**src/rtl/melody_sequencer.sv**
```systemverilog
// Melody table walker: fetches {dur, div} entries from a synchronous ROM and drives
// note_div/sound for the speaker path with tempo scaling, gaps, pause, stop and looping.
module melody_sequencer #(
  parameter int unsigned ADDR_W     = 6,
  parameter int unsigned BEAT_TICKS = 4000000,
  parameter int unsigned GAP_TICKS  = 400000,
  parameter logic [15:0] AMPLITUDE  = 16'h3FFF,
  parameter logic [19:0] IDLE_DIV   = 20'd100000
) (
  input  logic              clk,
  input  logic              rst,
  input  logic              play,
  input  logic              stop,
  input  logic              loop_en,
  input  logic [1:0]        tempo_sel,
  output logic [ADDR_W-1:0] rom_addr,
  input  logic [22:0]       rom_data,
  output logic [19:0]       note_div,
  output logic [15:0]       sound,
  output logic              busy,
  output logic              done
);

  localparam int unsigned NOTE_W = $clog2(7 * BEAT_TICKS + 1);
  localparam int unsigned GAP_W  = $clog2(GAP_TICKS + 1);
  localparam int unsigned CW     = (NOTE_W > GAP_W) ? NOTE_W : GAP_W;
  localparam logic [CW-1:0] BEAT   = CW'(BEAT_TICKS);
  localparam logic [CW-1:0] GAP_LD = (GAP_TICKS == 0) ? '0 : CW'(GAP_TICKS - 1);

  typedef enum logic [1:0] {S_IDLE, S_FETCH, S_NOTE, S_GAP} state_t;

  state_t            state_q, state_d;
  logic              fetch2_q, fetch2_d;
  logic [CW-1:0]     cnt_q, cnt_d;
  logic [ADDR_W-1:0] addr_q, addr_d;
  logic [19:0]       div_q, div_d;
  logic [15:0]       amp_q, amp_d;
  logic [15:0]       sound_q, sound_d;
  logic              busy_q, busy_d;
  logic              done_q, done_d;
  logic              play_q;

  logic [2:0]        dur;
  logic [19:0]       div;
  logic [CW-1:0]     note_len;
  logic              eos, eos_marker, advance;

  assign dur      = rom_data[22:20];
  assign div      = rom_data[19:0];
  assign note_len = CW'(dur) * (BEAT >> tempo_sel);

  always_comb begin
    state_d    = state_q;
    fetch2_d   = fetch2_q;
    cnt_d      = cnt_q;
    addr_d     = addr_q;
    div_d      = div_q;
    amp_d      = amp_q;
    sound_d    = '0;
    done_d     = 1'b0;
    eos        = 1'b0;
    eos_marker = 1'b0;
    advance    = 1'b0;

    case (state_q)
      S_IDLE: begin
        if (play && !play_q) begin
          state_d  = S_FETCH;
          fetch2_d = 1'b0;
        end
      end
      S_FETCH: begin
        if (!fetch2_q) begin
          fetch2_d = 1'b1;
        end else if (dur == 3'd0) begin
          eos        = 1'b1;
          eos_marker = 1'b1;
        end else begin
          state_d = S_NOTE;
          cnt_d   = note_len - CW'(1);
          if (div != 20'd0) begin
            div_d   = div;
            amp_d   = AMPLITUDE;
            sound_d = AMPLITUDE;
          end else begin
            amp_d = '0;
          end
        end
      end
      S_NOTE: begin
        // play low freezes the count and mutes without leaving the state
        if (play) begin
          if (cnt_q == '0) begin
            if (GAP_TICKS == 0) begin
              advance = 1'b1;
            end else begin
              state_d = S_GAP;
              cnt_d   = GAP_LD;
            end
          end else begin
            cnt_d   = cnt_q - CW'(1);
            sound_d = amp_q;
          end
        end
      end
      S_GAP: begin
        if (play) begin
          if (cnt_q == '0) advance = 1'b1;
          else             cnt_d   = cnt_q - CW'(1);
        end
      end
      default: state_d = S_IDLE;
    endcase

    if (advance) begin
      if (addr_q == '1) begin
        eos = 1'b1;
      end else begin
        addr_d   = addr_q + ADDR_W'(1);
        state_d  = S_FETCH;
        fetch2_d = 1'b0;
      end
    end

    // an end marker at entry 0 would loop forever, so it always ends the song
    if (eos) begin
      addr_d = '0;
      if (loop_en && !(eos_marker && addr_q == '0)) begin
        state_d  = S_FETCH;
        fetch2_d = 1'b0;
      end else begin
        state_d = S_IDLE;
        done_d  = 1'b1;
      end
    end

    if (stop) begin
      state_d = S_IDLE;
      addr_d  = '0;
      cnt_d   = '0;
      sound_d = '0;
      done_d  = 1'b0;
    end

    busy_d = (state_d != S_IDLE);
  end

  always_ff @(posedge clk) begin
    if (rst) begin
      state_q  <= S_IDLE;
      fetch2_q <= 1'b0;
      cnt_q    <= '0;
      addr_q   <= '0;
      div_q    <= IDLE_DIV;
      amp_q    <= '0;
      sound_q  <= '0;
      busy_q   <= 1'b0;
      done_q   <= 1'b0;
      play_q   <= 1'b0;
    end else begin
      state_q  <= state_d;
      fetch2_q <= fetch2_d;
      cnt_q    <= cnt_d;
      addr_q   <= addr_d;
      div_q    <= div_d;
      amp_q    <= amp_d;
      sound_q  <= sound_d;
      busy_q   <= busy_d;
      done_q   <= done_d;
      play_q   <= play;
    end
  end

  assign rom_addr = addr_q;
  assign note_div = div_q;
  assign sound    = sound_q;
  assign busy     = busy_q;
  assign done     = done_q;

endmodule
```
**config.mk**
```make
export PLATFORM = sky130hd
export DESIGN_NAME = melody_sequencer
export DESIGN_NICKNAME = d
export VERILOG_FILES = /design/src/rtl/melody_sequencer.sv
export SDC_FILE = /design/constraint.sdc
export NUM_CORES = 1
export LEC_CHECK = 0
export BUFFER_PORTS_ARGS = -buffer_cell sky130_fd_sc_hd__buf_2
export CAP_MARGIN = 10
export CORE_UTILIZATION = 40
export DETAILED_ROUTE_END_ITERATION = 10
export PLACE_DENSITY = 0.57
export SYNTH_ARGS = -nofsm -noshare
export SYNTH_HDL_FRONTEND = slang
export SYNTH_SLANG_ARGS = --single-unit
```
**constraint.sdc**
```tcl
create_clock -name clk -period 10 [get_ports clk]
set_input_delay 1 -clock clk [delete_from_list [all_inputs] [get_ports clk]]
set_output_delay 1 -clock clk [all_outputs]
set_load 0.005 [all_outputs]
```
==> metrics, run 1 <==
Worst Max-Slew Pin Slew=between 1 and 1.5 ns; worst reg2reg path endpoint=cnt_q[5]$_SDFFE_PP0P_; CTS clock-pin slew for the worst setup and hold paths=around 0.050 ns; Final setup violation count=0; multi-input logic area=about 3300 µm²; CP startpoint=tempo_sel[0]; sequential area share after synthesis=0.240; wire per inst=roughly 15 µm; synth cell count leaders=71 x nor2_1, 59 x dfxtp_1, 56 x inv_1; Clock Skew=0.00758 ns; Die ar.=roughly 13,000 µm²; status=completed; post-synth design cell area=slightly below 5000 µm²; fin crit share=0.439; most frequent CP cell=ha_1; Post-Synthesis Cells=around 630; CTS sink count=59; MaxCap Viol Count=0; final core utilization=0.464; I/O Buffers=between 70 and 80; H-tree lvl count=3; Layout fillers=1,212; global placement routability congestion=about 0.88; initial antenna violation count=0; Worst setup EP type=flip-flop; RSZ-0062 raised after global routing=false; top cell type's share of synthesized area=0.240; number of flops mapped to enable cells by yosys=0; crit path max fanout=8; largest net degree at the start of global routing=26; cell taking the most area after synthesis=dfxtp_1; dominant synthesized flop cell=dfxtp_1; CTS tree=yes; Skew-Pair Late Insertion Delay=0.33 ns; overall routed net length=around 12,000 µm; IR Drop Worst-Case VDD=between 0.08 and 0.09 mV; chip height=113 µm; n_diodes=0; Post-DP HPWL=around 9500 µm; critical path arrival=4.60 ns; Layout area overhead=13.3%; Hold Crit Class=flip-flop to flip-flop; clk root buf=clkbuf_16; number of I/O pins=74; PD cells=151 nW/µm²; starting density of the core=0.410; post-synthesis sequential element count=59; register area=1180 µm²; worst path required time=10.21 ns; ANT nets after route=0; R2R depth=10; via count=4,545; Synth cell types=just over 60; Final Critical Period=4.39 ns; most common cell in the synthesized netlist=nor2_1; Crit-path slowest cell=fa_1; first-pass GRT wire length=approximately 21,000 µm; Residual DRC=0; Hold Vio Cnt, Final=0; Iteration-0 DRC Markers=196; vias in the first global route=4,291; cts hold-fix bufs=0; fin area=roughly 5600 µm²; vias per cell=~5.5; Yosys warning count=0; critical path class=primary input to flip-flop; Async SR Flop Fraction=0; Highest Clock Rate=0.228 GHz; post-CTS sizing=0; Post-CTS Setup Inserts=0; syn avg cell area=7.87 µm²; Synth area leaders=dfxtp_1 24%, ha_1 13%, nor2_1 5.4%; Lkg Pwr=2.65 nW; grt ovf=0; worst-path cell chain=buf_2, inv_1, ha_1, nand2_1, ha_1, inv_1, fa_1, ha_1, a211oi_1, o2111ai_1, a31oi_1, o21ai_0, a31o_2, a31o_2, a211o_1; Max Slew Vio Count=0; Worst path max stage delay=0.53 ns; Clock Path Buffers=2; Final nets=768; element type at the critical path start=primary input; share of layout cells above drive strength 1=0.158; flop2flop setup slack=6.74 ns; Max transition margin=0.311; All-Layer GR Usage=0.206; row cnt=40; RR Startpoint=cnt_q[0]$_SDFFE_PP0P_; core footprint=12,000 µm²; Die X=113 µm; CTS Buf Count=9; CP endpoint=cnt_q[21]$_SDFFE_PP0P_; DR pass1 iterations=6; setup TNS=0 ns; Placement Cell Area=5280 µm²
## cells in the final DEF, fill, tap and decap left out, types with 5 or more instances in the layout
| master | n |
|---|---|
| clkbuf_16 | 9 |
| inv_1 | 56 |
| nor4_1 | 15 |
| or3_1 | 7 |
| o211ai_1 | 5 |
| o22ai_1 | 6 |
| a211o_1 | 9 |
| fa_1 | 13 |
| mux2i_1 | 15 |
| xor2_1 | 10 |
| buf_2 | 71 |
| nand3_1 | 7 |
| a211oi_1 | 6 |
| nor3_1 | 18 |
| ha_1 | 51 |
| and3_1 | 5 |
| a21oi_1 | 34 |
| a21o_1 | 9 |
| o21ai_0 | 37 |
| a31oi_1 | 8 |
| nand2_1 | 53 |
| nor2_1 | 71 |
| nand2b_1 | 13 |
| xnor2_1 | 9 |
| nand4_1 | 5 |
| dfxtp_1 | 59 |
## worst min-delay path by stage
| stage | from | end | slack (ns) | depth (start not counted) |
|---|---|---|---|---|
| 2_1_floorplan | amp_q[12]$_SDFFE_PP0P_ | sound[12]$_SDFF_PP0_ | 0.44 | 2 |
| 3_3_place_gp | note_div[7]$_SDFFE_PP1P_ | note_div[7]$_SDFFE_PP1P_ | 0.44 | 1 |
| 6_report | note_div[5]$_SDFFE_PP1P_ | note_div[5]$_SDFFE_PP1P_ | 0.46 | 1 |
| 4_1_cts | note_div[5]$_SDFFE_PP1P_ | note_div[5]$_SDFFE_PP1P_ | 0.46 | 1 |
| 3_5_place_dp | note_div[5]$_SDFFE_PP1P_ | note_div[5]$_SDFFE_PP1P_ | 0.45 | 1 |
| 5_1_grt | note_div[15]$_SDFFE_PP1P_ | note_div[15]$_SDFFE_PP1P_ | 0.49 | 1 |
## sequential cells by signal (all words and copies together), names as in the netlist
name	flops
busy	1
rom_addr	6
done	1
cnt_q	25
amp_q	1
note_div	20
play_q	1
fetch2_q	1
sound	1
state_q	2
## per-layer routing
layer / vias up / track usage / wire, µm
li1: 2291 / - / -
met1: 2129 / 0.279 / 6030
met2: 112 / 0.333 / 5650
met3: 13 / 0.0439 / 578
met4: 0 / 0.0544 / 157
met5: - / 0 / 0
## cell type report
class / count / share of cell area
well taps: 147 / 0.0330
clock inverters: 5 / 0.00943
inverters: 56 / 0.0377
clock buffers: 11 / 0.0435
repair buffers: 75 / 0.0691
flip-flops and latches: 59 / 0.212
multi-input cells: 473 / 0.595
## worst max-delay path, delay by kind of cell
family | cells | cell delay [ns]
buffers and inverters | 3 | 0.33
adder cells (fa/ha/maj) | 4 | 1.41
AO/OA/AOI/OAI | 7 | 1.77
AND/OR/NAND/NOR | 1 | 0.07
## kinds of logic after synthesis
| family | Yosys count | synth area share |
|---|---|---|
| fa+ha+maj | 64 | 0.183 |
| mux | 16 | 0.0328 |
| compound gates | 154 | 0.205 |
| buf+inv | 94 | 0.0867 |
| other cells | 1 | 0.000762 |
| simple gates | 218 | 0.218 |
| flops | 59 | 0.240 |
| xor+xnor | 19 | 0.0338 |
## power by group
group / internal (mW) / switching, mW
Sequential: 0.239 / 0.00473
Combinational: 0.116 / 0.173
Clock: 0.198 / 0.109
Total: 0.554 / 0.286
## through the flow
stage	setup slack (ns)	std cells	total power [mW]	hold WS, ns
2_1_floorplan	5.77	626	0.470	0.442
3_3_place_gp	5.36	810	0.531	0.440
3_5_place_dp	5.30	810	0.533	0.452
4_1_cts	5.63	826	0.845	0.463
5_1_grt	5.26	826	0.896	0.491
6_report	5.61	826	0.840	0.456
Power figures use the tool's default switching activity.
==> inputs of run 2 (changes only) <==
Clock period 10 ns to 4.3 ns, I/O delays scaled along.
==> run 2 against run 1 <==
Net effect:
- combinational power is 130% higher
- cell count is the same
- sequential power up 130%
- total power grew 130%
- register-to-register slack worse by 5.6 ns
- first-iteration DRC count rose by 21%
- setup slack worse by 5.1 ns
- critical endpoint unchanged
- largest cell class unchanged
==> metrics, run 2 (synthesis results as in run 1) <==
Hold Vio Cnt, Final=0 (unchanged); Die ar.=12,700 µm² (unchanged); sw power=671 µW (+130%); critical path class=primary input to flip-flop; Iteration-0 DRC Markers=237 (+21%); most frequent CP cell=ha_1; ANT nets after route=0 (unchanged); starting density of the core=0.410 (unchanged); vias per cell=5.44 (-1.1%); hold path cells=3 (+2); switching share of power=0.350 (+0.00941); global placement routability congestion=0.891 (+1.1%); placed cell count=810 (unchanged); Worst setup EP type=flip-flop; Hold Crit Class=primary input to flip-flop; Highest Clock Rate=0.262 GHz; worst-path cell chain=buf_2, inv_1, ha_1, nand2_1, ha_1, inv_1, fa_1, ha_1, a211oi_1, o2111ai_1, a31oi_1, o21ai_0, a31o_2, a31o_2, a211o_1; Final nets=768 (unchanged); CTS Buf Count=9 (unchanged); Power Internal=1.24 mW (+120%); Max transition margin=0.321 (+0.00949); setup TNS=0 ns (unchanged); Clock Path Buffers=2 (unchanged); largest net degree at the start of global routing=26 (unchanged); PD cells=344 nW/µm² (+130%); via count=4,494 (-1.1%); Crit-path slowest cell=fa_1; RSZ-0062 raised after global routing=false; n_diodes=0 (unchanged); Final setup violation count=0 (unchanged); grt ovf=0 (unchanged); number of I/O pins=74 (unchanged); Worst path max stage delay=0.53 ns (about the same); crit path max fanout=8 (unchanged); Layout fillers=1,205 (-0.58%); R2R depth=10 (unchanged); cts hold-fix bufs=0 (unchanged); share of layout cells above drive strength 1=0.159 (+0.00147); worst path required time=4.52 ns (-5.69 ns); critical path arrival=4.03 ns (-0.57 ns); Placement Cell Area=5280 µm² (unchanged); Skew-Pair Late Insertion Delay=0.34 ns (about the same); Most flops, register=cnt_q; Non-Filler Instances=826 (unchanged); All-Layer GR Usage=0.202 (-0.00397); power share of the clock group=0.353 (-0.012); Logic pwr share=0.350 (+0.006); post-CTS sizing=0 (unchanged); IR Drop Worst-Case VDD=0.205 mV (+150%); status=completed; Layout area overhead=13.0%; Largest register FFs=25 (unchanged); Clock Skew=0.00731 ns (-0.000263 ns); element type at the critical path start=primary input; core footprint=12,000 µm² (unchanged); fin crit share=0.886; most frequent cells in the layout=71 x nor2_1, 71 x buf_2, 59 x dfxtp_1, 56 x inv_1, 53 x nand2_1; H-tree lvl count=3 (unchanged); first-pass GRT wire length=20,500 µm (-2.4%); vias in the first global route=4,210 (-1.9%); overall routed net length=12,400 µm (-0.31%); CTS tree=yes; DR pass1 iterations=5 (-1); Final Critical Period=~3.8 ns; Post-CTS Setup Inserts=0 (unchanged); chip height=113 µm (unchanged); clk root buf=clkbuf_16; initial antenna violation count=0 (unchanged); Worst Max-Slew Pin Slew=1.02 ns (-0.0142 ns); wire per inst=15.0 µm (-0.31%); I/O Buffers=71 (unchanged); MaxCap Viol Count=0 (unchanged); Lkg Pwr=2.64 nW (-0.16%); row cnt=40 (unchanged); Seq pwr share=0.296 (+0.005); Power Total=1.91 mW (+130%); CTS sink count=59 (unchanged); Post-DP HPWL=9560 µm (+0.30%); CTS clock-pin slew for the worst setup and hold paths=0.05 ns (about the same); Max Slew Vio Count=0 (unchanged); Die X=113 µm (unchanged); Residual DRC=0 (unchanged); fin area=5560 µm² (-0.27%)
==> run 2: cell type report <==
cell class	instances	area (µm²)	area share
Tap cell	147	184	0.0331
Inverter	56	210	0.0378
Sequential cell	59	1180	0.212
Multi-Input combinational cell	473	3320	0.597
Clock buffer	11	253	0.0455
Timing Repair Buffer	75	385	0.0693
Clock inverter	5	27.5	0.00495
==> run 2: through the flow <==
step	worst slack (ns)	hold slack (ns)	utilization
2_1_floorplan	0.637	0.442	-
3_3_place_gp	0.226	0.440	0.440
3_5_place_dp	0.156	0.444	0.440
4_1_cts	0.498	0.342	0.463
5_1_grt	0.275	0.353	0.463
6_report	0.489	0.350	0.463
==> run 2: per-layer routing <==
layer | vias up | routed length, µm | global-route usage | part of all wire
li1 | 2290 | - | - | -
met1 | 2090 | 6190 | 0.277 | 0.50
met2 | 102 | 5560 | 0.321 | 0.45
met3 | 12 | 510 | 0.0428 | 0.041
met4 | 0 | 123 | 0.0570 | 0.0099
met5 | - | 0 | 0 | 0
==> run 2: final timing paths <==
path,start,slack [ns],endpoint
worst min-delay path,rom_data[19],0.35,note_div[19]$_SDFFE_PP0P_
worst max-delay path,tempo_sel[0],0.49,cnt_q[21]$_SDFFE_PP0P_
worst max register to register,cnt_q[0]$_SDFFE_PP0P_,1.12,cnt_q[5]$_SDFFE_PP0P_
worst min register to register,note_div[15]$_SDFFE_PP1P_,0.45,note_div[15]$_SDFFE_PP1P_
==> run 2: power groups by stage <==
stage	clock network [mW]	registers, mW	logic (mW)
6_report	0.676	0.568	0.671
5_1_grt	0.710	0.569	0.756
4_1_cts	0.687	0.567	0.669
3_5_place_dp	0	0.579	0.665
3_3_place_gp	0	0.579	0.657
2_1_floorplan	0	0.576	0.517
==> run 2: critical path, delay by kind of cell <==
kind / cells / cell delay, ns
buffers and inverters: 3 / 0.34
adder cells (fa/ha/maj): 4 / 1.43
AND/OR/NAND/NOR: 1 / 0.07
AO/OA/AOI/OAI: 7 / 1.75
